[config.mk]
export PLATFORM = sky130hd
export DESIGN_NAME = adc_serial_reader_flat
export DESIGN_NICKNAME = d
export VERILOG_FILES = /design/src/rtl/loctag_pkg.sv /design/src/rtl/adc_serial_reader_if.sv /design/src/rtl/adc_sclk_gen.sv /design/src/rtl/adc_serial_reader.sv /design/src/flat_wrapper.sv
export SDC_FILE = /design/constraint.sdc
export NUM_CORES = 1
export LEC_CHECK = 0
export ABC_CLOCK_PERIOD_IN_PS = 2200
export CAP_MARGIN = 20
export CORE_MARGIN = 2
export CORE_UTILIZATION = 55
export DETAILED_ROUTE_END_ITERATION = 10
export PLACE_DENSITY_LB_ADDON = 0.25
export RECOVER_POWER = 50
export SETUP_SLACK_MARGIN = 0.3
export SYNTH_ARGS = -nofsm -noshare
export SYNTH_HDL_FRONTEND = slang
export SYNTH_SLANG_ARGS = --single-unit
[constraint.sdc]
create_clock -name clk -period 2.2 [get_ports clk]
set_clock_uncertainty 0.1 [all_clocks]
set_input_delay 0.66 -clock clk [delete_from_list [all_inputs] [get_ports clk]]
set_output_delay 0.66 -clock clk [all_outputs]
set_load 0.05 [all_outputs]
[src/rtl/loctag_pkg.sv]
// Shared types and frame geometry for the serial ADC reader.
package loctag_pkg;

    typedef enum logic [1:0] {
        StIdle,
        StSetup,
        StShift,
        StQuiet
    } state_e;

    localparam int unsigned FRAME_BITS = 16;
    localparam int unsigned LEAD_BITS  = 4;
    localparam int unsigned DATA_BITS  = 12;

    // Any set bit in the leading-zero field marks a corrupted frame.
    function automatic logic lead_err(input logic [FRAME_BITS-1:0] frame);
        return |frame[FRAME_BITS-1 -: LEAD_BITS];
    endfunction

endpackage

[src/rtl/adc_serial_reader_if.sv]
// Control, ADC pin and result signals of the serial ADC reader.
interface adc_serial_reader_if;
    import loctag_pkg::*;

    logic                 start;
    logic                 run;
    logic                 adc_cs;
    logic                 adc_clk;
    logic                 adc_so;
    logic [DATA_BITS-1:0] sample;
    logic                 sample_valid;
    logic                 frame_err;
    logic                 busy;

    modport master (
        input  start, run, adc_so,
        output adc_cs, adc_clk, sample, sample_valid, frame_err, busy
    );

    modport slave (
        output start, run, adc_so,
        input  adc_cs, adc_clk, sample, sample_valid, frame_err, busy
    );

endinterface

[src/rtl/adc_sclk_gen.sv]
// Half-period tick generator for the ADC serial clock; restart holds the count at zero.
module adc_sclk_gen #(
    parameter int unsigned HALF_DIV = 4
) (
    input  logic clk,
    input  logic reset,
    input  logic restart_i,
    output logic tick_o
);
    localparam logic [7:0] CntLast = 8'(HALF_DIV - 1);

    logic [7:0] cnt_q, cnt_d;

    always_comb begin
        tick_o = (cnt_q == CntLast);
        cnt_d  = tick_o ? 8'd0 : cnt_q + 8'd1;
        if (restart_i) begin
            cnt_d = 8'd0;
        end
    end

    always_ff @(posedge clk) begin
        if (reset) begin
            cnt_q <= 8'd0;
        end else begin
            cnt_q <= cnt_d;
        end
    end

endmodule

[src/rtl/adc_serial_reader.sv]
// Serial ADC frame reader: 16-clock frames, 4 leading zeros + 12 data bits, MSB first.
// Define ADC_AVG_EN to publish a running average of the last four raw samples.
module adc_serial_reader
    import loctag_pkg::*;
#(
    parameter int unsigned HALF_DIV     = 4,
    parameter int unsigned QUIET_CYCLES = 8
) (
    input logic                 clk,
    input logic                 reset,
    adc_serial_reader_if.master bus
);
    localparam logic [7:0] QuietLast = 8'(QUIET_CYCLES - 1);
    localparam logic [4:0] FrameLen  = 5'(FRAME_BITS);

    state_e                state_q, state_d;
    logic                  adc_cs_q, adc_cs_d;
    logic                  adc_clk_q, adc_clk_d;
    logic [FRAME_BITS-1:0] shift_q, shift_d;
    logic [4:0]            bit_cnt_q, bit_cnt_d;
    logic [7:0]            quiet_cnt_q, quiet_cnt_d;
    logic [DATA_BITS-1:0]  sample_q, sample_d;
    logic                  valid_q, valid_d;
    logic                  err_q, err_d;
    logic                  busy_q;
    logic                  tick, restart, frame_done;
    logic [DATA_BITS-1:0]  raw;

    assign raw     = shift_q[DATA_BITS-1:0];
    assign restart = (state_q == StIdle) || (state_q == StQuiet);

    adc_sclk_gen #(
        .HALF_DIV(HALF_DIV)
    ) u_sclk_gen (
        .clk      (clk),
        .reset    (reset),
        .restart_i(restart),
        .tick_o   (tick)
    );

    always_comb begin
        state_d     = state_q;
        adc_cs_d    = adc_cs_q;
        adc_clk_d   = adc_clk_q;
        shift_d     = shift_q;
        bit_cnt_d   = bit_cnt_q;
        quiet_cnt_d = quiet_cnt_q;
        frame_done  = 1'b0;
        unique case (state_q)
            StIdle: begin
                if (bus.start || bus.run) begin
                    state_d  = StSetup;
                    adc_cs_d = 1'b0;
                end
            end
            StSetup: begin
                if (tick) begin
                    state_d   = StShift;
                    adc_clk_d = 1'b0;
                    bit_cnt_d = 5'd0;
                end
            end
            StShift: begin
                if (tick) begin
                    if (!adc_clk_q) begin
                        // Rising adc_clk edge: the ADC has had a full low half to settle.
                        adc_clk_d = 1'b1;
                        shift_d   = {shift_q[FRAME_BITS-2:0], bus.adc_so};
                        bit_cnt_d = bit_cnt_q + 5'd1;
                    end else if (bit_cnt_q == FrameLen) begin
                        state_d     = StQuiet;
                        adc_cs_d    = 1'b1;
                        quiet_cnt_d = 8'd0;
                        frame_done  = 1'b1;
                    end else begin
                        adc_clk_d = 1'b0;
                    end
                end
            end
            StQuiet: begin
                if (quiet_cnt_q == QuietLast) begin
                    if (bus.run) begin
                        state_d  = StSetup;
                        adc_cs_d = 1'b0;
                    end else begin
                        state_d = StIdle;
                    end
                end else begin
                    quiet_cnt_d = quiet_cnt_q + 8'd1;
                end
            end
            default: state_d = StIdle;
        endcase
    end

`ifdef ADC_AVG_EN
    localparam int unsigned SumW = DATA_BITS + 2;

    logic [DATA_BITS-1:0] hist_q [3];
    logic [DATA_BITS-1:0] hist_d [3];
    logic [1:0]           fill_q, fill_d;
    logic [SumW-1:0]      sum;

    always_comb begin
        sum      = SumW'(raw) + SumW'(hist_q[0]) + SumW'(hist_q[1]) + SumW'(hist_q[2]);
        sample_d = sample_q;
        valid_d  = 1'b0;
        err_d    = 1'b0;
        hist_d   = hist_q;
        fill_d   = fill_q;
        if (frame_done) begin
            hist_d[0] = raw;
            hist_d[1] = hist_q[0];
            hist_d[2] = hist_q[1];
            // Nothing is published until the window holds four real samples.
            if (fill_q == 2'd3) begin
                sample_d = sum[SumW-1:2];
                valid_d  = 1'b1;
                err_d    = lead_err(shift_q);
            end else begin
                fill_d = fill_q + 2'd1;
            end
        end
    end

    always_ff @(posedge clk) begin
        if (reset) begin
            hist_q <= '{default: '0};
            fill_q <= 2'd0;
        end else begin
            hist_q <= hist_d;
            fill_q <= fill_d;
        end
    end
`else
    always_comb begin
        sample_d = frame_done ? raw : sample_q;
        valid_d  = frame_done;
        err_d    = frame_done && lead_err(shift_q);
    end
`endif

    always_ff @(posedge clk) begin
        if (reset) begin
            state_q     <= StIdle;
            adc_cs_q    <= 1'b1;
            adc_clk_q   <= 1'b1;
            shift_q     <= '0;
            bit_cnt_q   <= 5'd0;
            quiet_cnt_q <= 8'd0;
            sample_q    <= '0;
            valid_q     <= 1'b0;
            err_q       <= 1'b0;
            busy_q      <= 1'b0;
        end else begin
            state_q     <= state_d;
            adc_cs_q    <= adc_cs_d;
            adc_clk_q   <= adc_clk_d;
            shift_q     <= shift_d;
            bit_cnt_q   <= bit_cnt_d;
            quiet_cnt_q <= quiet_cnt_d;
            sample_q    <= sample_d;
            valid_q     <= valid_d;
            err_q       <= err_d;
            busy_q      <= (state_d != StIdle);
        end
    end

    assign bus.adc_cs       = adc_cs_q;
    assign bus.adc_clk      = adc_clk_q;
    assign bus.sample       = sample_q;
    assign bus.sample_valid = valid_q;
    assign bus.frame_err    = err_q;
    assign bus.busy         = busy_q;

endmodule

[src/flat_wrapper.sv]
// flat-port wrapper written by rule: the top's interface ports become plain ports
module adc_serial_reader_flat import loctag_pkg::*;
#(
    parameter int unsigned HALF_DIV     = 4,
    parameter int unsigned QUIET_CYCLES = 8
)
  (clk, reset, bus_start, bus_run, bus_adc_so, bus_adc_cs, bus_adc_clk, bus_sample, bus_sample_valid, bus_frame_err, bus_busy);
  adc_serial_reader_if bus_i ();
  input logic clk;
  input logic reset;
  input wire logic [$bits(bus_i.start)-1:0] bus_start;
  input wire logic [$bits(bus_i.run)-1:0] bus_run;
  input wire logic [$bits(bus_i.adc_so)-1:0] bus_adc_so;
  output wire logic [$bits(bus_i.adc_cs)-1:0] bus_adc_cs;
  output wire logic [$bits(bus_i.adc_clk)-1:0] bus_adc_clk;
  output wire logic [$bits(bus_i.sample)-1:0] bus_sample;
  output wire logic [$bits(bus_i.sample_valid)-1:0] bus_sample_valid;
  output wire logic [$bits(bus_i.frame_err)-1:0] bus_frame_err;
  output wire logic [$bits(bus_i.busy)-1:0] bus_busy;
  assign bus_i.start = bus_start;
  assign bus_i.run = bus_run;
  assign bus_i.adc_so = bus_adc_so;
  assign bus_adc_cs = bus_i.adc_cs;
  assign bus_adc_clk = bus_i.adc_clk;
  assign bus_sample = bus_i.sample;
  assign bus_sample_valid = bus_i.sample_valid;
  assign bus_frame_err = bus_i.frame_err;
  assign bus_busy = bus_i.busy;
  adc_serial_reader #(.HALF_DIV(HALF_DIV), .QUIET_CYCLES(QUIET_CYCLES)) u_core (.clk(clk), .reset(reset), .bus(bus_i));
endmodule
==> metrics <==
sw power ~620 uW; Worst EP required 2.30 ns; Placed Cells between 300 and 400; largest area contributor in the netlist dfxtp_1; I/O Pins 22; Critical Path AT a little over 2 ns; Synthesis Warnings 0; Post-Layout Cell Count slightly below 400; dpl hpwl 3495 microns; initial antenna violation count 0; Starting Density a little under three fifths; Net Count, Synth slightly above 300; final instance area about 3000 sq um; crit-path max FO 4; final RePlAce weighted congestion a little under 0.9; H-tree levels 2; PortBufs 21; leakage power around 1 nW; Cell Pwr Density approximately 700 nW/um^2; placed cell area 2774 sq um; top post-synthesis cells by area dfxtp_1 (45%), nand2_1 (10%), a21oi_1 (6.8%); max-capacitance violation count 0; Worst setup EP type flip-flop; outcome finished, final reports clean; Antenna Nets Post-Route 0; Layout area overhead 19.83%; Critical-path top delay cell or4_4; Crit path buffers/inverters 0; Post-Syn Area between 2000 and 2500 sq um; DR WL/cell about 13 microns; Rows 24; Design Power 2.068 mW; Worst IR Drop VDD approximately 450 uV; first-pass GRT wire length about 8500 microns; routed wire length approximately 5200 microns; cts hold-fix bufs 0; Synth Flop Type dfxtp_1; die area about 5100 sq um; clock sinks between 50 and 60; clock latency on the worst-skew pair a little over 0.3 ns; Worst-path clk slew ~0.10 ns; number of distinct library cells after synthesis 45; Crit path max-delay family compound AO/OA/AOI/OAI gates; DRT iter0 DRCs around 130; WP depth 5; sequential fraction of design power 52.2%; Pre-antenna DRT Iters 4; total grt overflow 0; fillers around 390; # setup viols final 0; Mapped Avg Cell Area between 8 and 9 sq um; Vias/cell approximately 5.4; Slew Viols, Final 0; Layout Nets roughly 350; Slew headroom 59.83%; Die H 71.23 microns; Worst path max stage delay about 0.54 ns; ys async rst share 0%; synthesized flop and latch total 56; R2R cell count 5; CTS tree yes; maximum number of pins on one net before global-route repair 34; share of layout cells above drive strength 1 between 10% and 20%; Period minus WS final around 2.0 ns; Setup CP Type flip-flop to flip-flop; hold slack final 0.3575 ns; GRT Total Usage 20.54%; antenna cells 0; setup_tns 0 ns; vias in the first global route 1935; switching power share of the total about 30%; post-synth top area share around 45%; Root Buffer clkbuf_8; Remaining DRCs 0; crit share post-route a little under 90%; sequential area share after synthesis between 40 and 50%; Min-Delay Path Class flip-flop to flip-flop; final hold viol count 0; Chip Width a little over 70 microns; FMAX 512.2 MHz; number of flops mapped to enable cells by yosys 0; Syn Inst Count roughly 290; via count 2091; combinational share of power 20.4%; CTS Buf Count 5; Pint 1.445 mW; startpoint types flip-flop; Worst-Margin Slew approximately 0.6 ns; maximum clock path buffer count 2; Clock power frac 27.4%; unrepaired setup endpoints after global routing yes; Core ar. roughly 4400 sq um; CP cell instances or4_4, o31a_4, a2bb2oi_2, o31a_1, o21bai_1; Hold Path Stages 2
## final cells by class
type	instances	area (sq um)	share of cell area (%)
clock buffer	5	68.82	2.310
clock inverter	3	22.52	0.7560
inverter	8	30.03	1.008
multi-input combinational	217	1360	45.65
sequential	56	1132	38.01
tap	52	65.06	2.184
timing repair buffer	44	300.3	10.08
## logic make-up (layout without fill, tap and decap cells)
| logic type | Yosys count | in the layout | synth area share [%] |
|---|---|---|---|
| compound gates | 62 | 62 | 15.70 |
| xor+xnor | 13 | 13 | 4.580 |
| fa+ha+maj | 9 | 9 | 4.530 |
| buf+inv | 21 | 60 | 4.077 |
| flops | 56 | 56 | 45.09 |
| mux | 1 | 1 | 0.4026 |
| simple gates | 132 | 132 | 25.62 |
## Yosys cell counts (2+ instances only)
| cell | count |
|---|---|
| nand2_1 | 67 |
| dfxtp_1 | 56 |
| a21oi_1 | 34 |
| nor2_1 | 23 |
| ha_1 | 9 |
| nand3_1 | 9 |
| inv_1 | 8 |
| xnor2_1 | 8 |
| clkbuf_1 | 6 |
| xor2_1 | 5 |
| a211oi_1 | 4 |
| and3_1 | 4 |
| buf_2 | 4 |
| nand4_1 | 4 |
| a21o_1 | 3 |
| a31oi_1 | 3 |
| and2_1 | 3 |
| nand2b_1 | 3 |
| nor2b_1 | 3 |
| nor3_1 | 3 |
| nor4_1 | 3 |
| o21ai_0 | 3 |
| o21bai_1 | 3 |
| a22oi_1 | 2 |
| a2bb2oi_1 | 2 |
| nor3b_1 | 2 |
| o211a_1 | 2 |
## per-stage QoR
| stage | utilization, % | setup slack, ns |
|---|---|---|
| CTS | 67.76 | 0.2507 |
| detailed placement | 63.71 | 0.09349 |
| floorplan | - | 0.2955 |
| global route | 68.42 | 0.1986 |
| global placement | 63.71 | 0.1654 |
| finish | 68.42 | 0.2477 |
## flip-flops by register name (all words and copies together) (netlist names)
register,count
u_core.bus.busy,1
u_core.bus.adc_clk,1
u_core.bit_cnt_q,5
u_core.shift_q,16
u_core.quiet_cnt_q,8
u_core.u_sclk_gen.cnt_q,8
u_core.bus.sample_valid,1
u_core.bus.sample,12
u_core.state_q,2
u_core.bus.adc_cs,1
u_core.bus.frame_err,1
## per-layer routing
metal | part of all wire (%) | global-route usage [%] | vias up | routed length, microns
li1 | - | - | 1080 | -
met1 | 49 | 28.30 | 970 | 2536
met2 | 46 | 32.82 | 35 | 2382
met3 | 3.8 | 3.938 | 6 | 196
met4 | 1.2 | 6.289 | 0 | 63
met5 | 0 | 0 | - | 0
## worst register-to-register path: cells and delay by family (launching register included)
| family | cells | cell delay (ns) |
|---|---|---|
| compound gates | 4 | 0.84 |
| simple gates | 1 | 0.54 |
| flops | 1 | 0.36 |
## path summary, 6_finish.rpt
kind	startpoint	endpoint	slack [ns]
max	u_core.quiet_cnt_q[3]	u_core.bus.busy	0.25
min	u_core.bus.sample[6]	u_core.bus.sample[6]	0.36
max reg2reg	u_core.quiet_cnt_q[3]	u_core.bus.busy	0.25
min reg2reg	u_core.bus.sample[6]	u_core.bus.sample[6]	0.36
## power groups by stage
stage	Clock (mW)	Sequential (mW)	Combinational [mW]
2_1_floorplan	0	1.15	0.216
3_3_place_gp	0	1.10	0.371
3_5_place_dp	0	1.10	0.376
4_1_cts	0.582	1.08	0.400
5_1_grt	0.618	1.08	0.461
6_report	0.566	1.08	0.422
## timing repair
action	4_1_cts	5_1_grt
setup buffers	7	1
setup endpoints to repair	11	40
pin swaps	2	3
gates resized for setup	11	21
## layout by cell type, fill, tap and decap left out, drive strengths merged, types with 4 or more instances in the layout
cell,netlist,final
a211oi,4,4
a21oi,34,34
and3,4,4
buf,5,22
clkbuf,6,23
dfxtp,56,56
ha,9,9
inv,8,9
nand2,67,67
nand3,9,9
nand4,4,4
nor2,23,23
nor3,4,4
nor4,4,4
xnor2,8,8
xor2,5,5
Power figures use the tool's default switching activity.
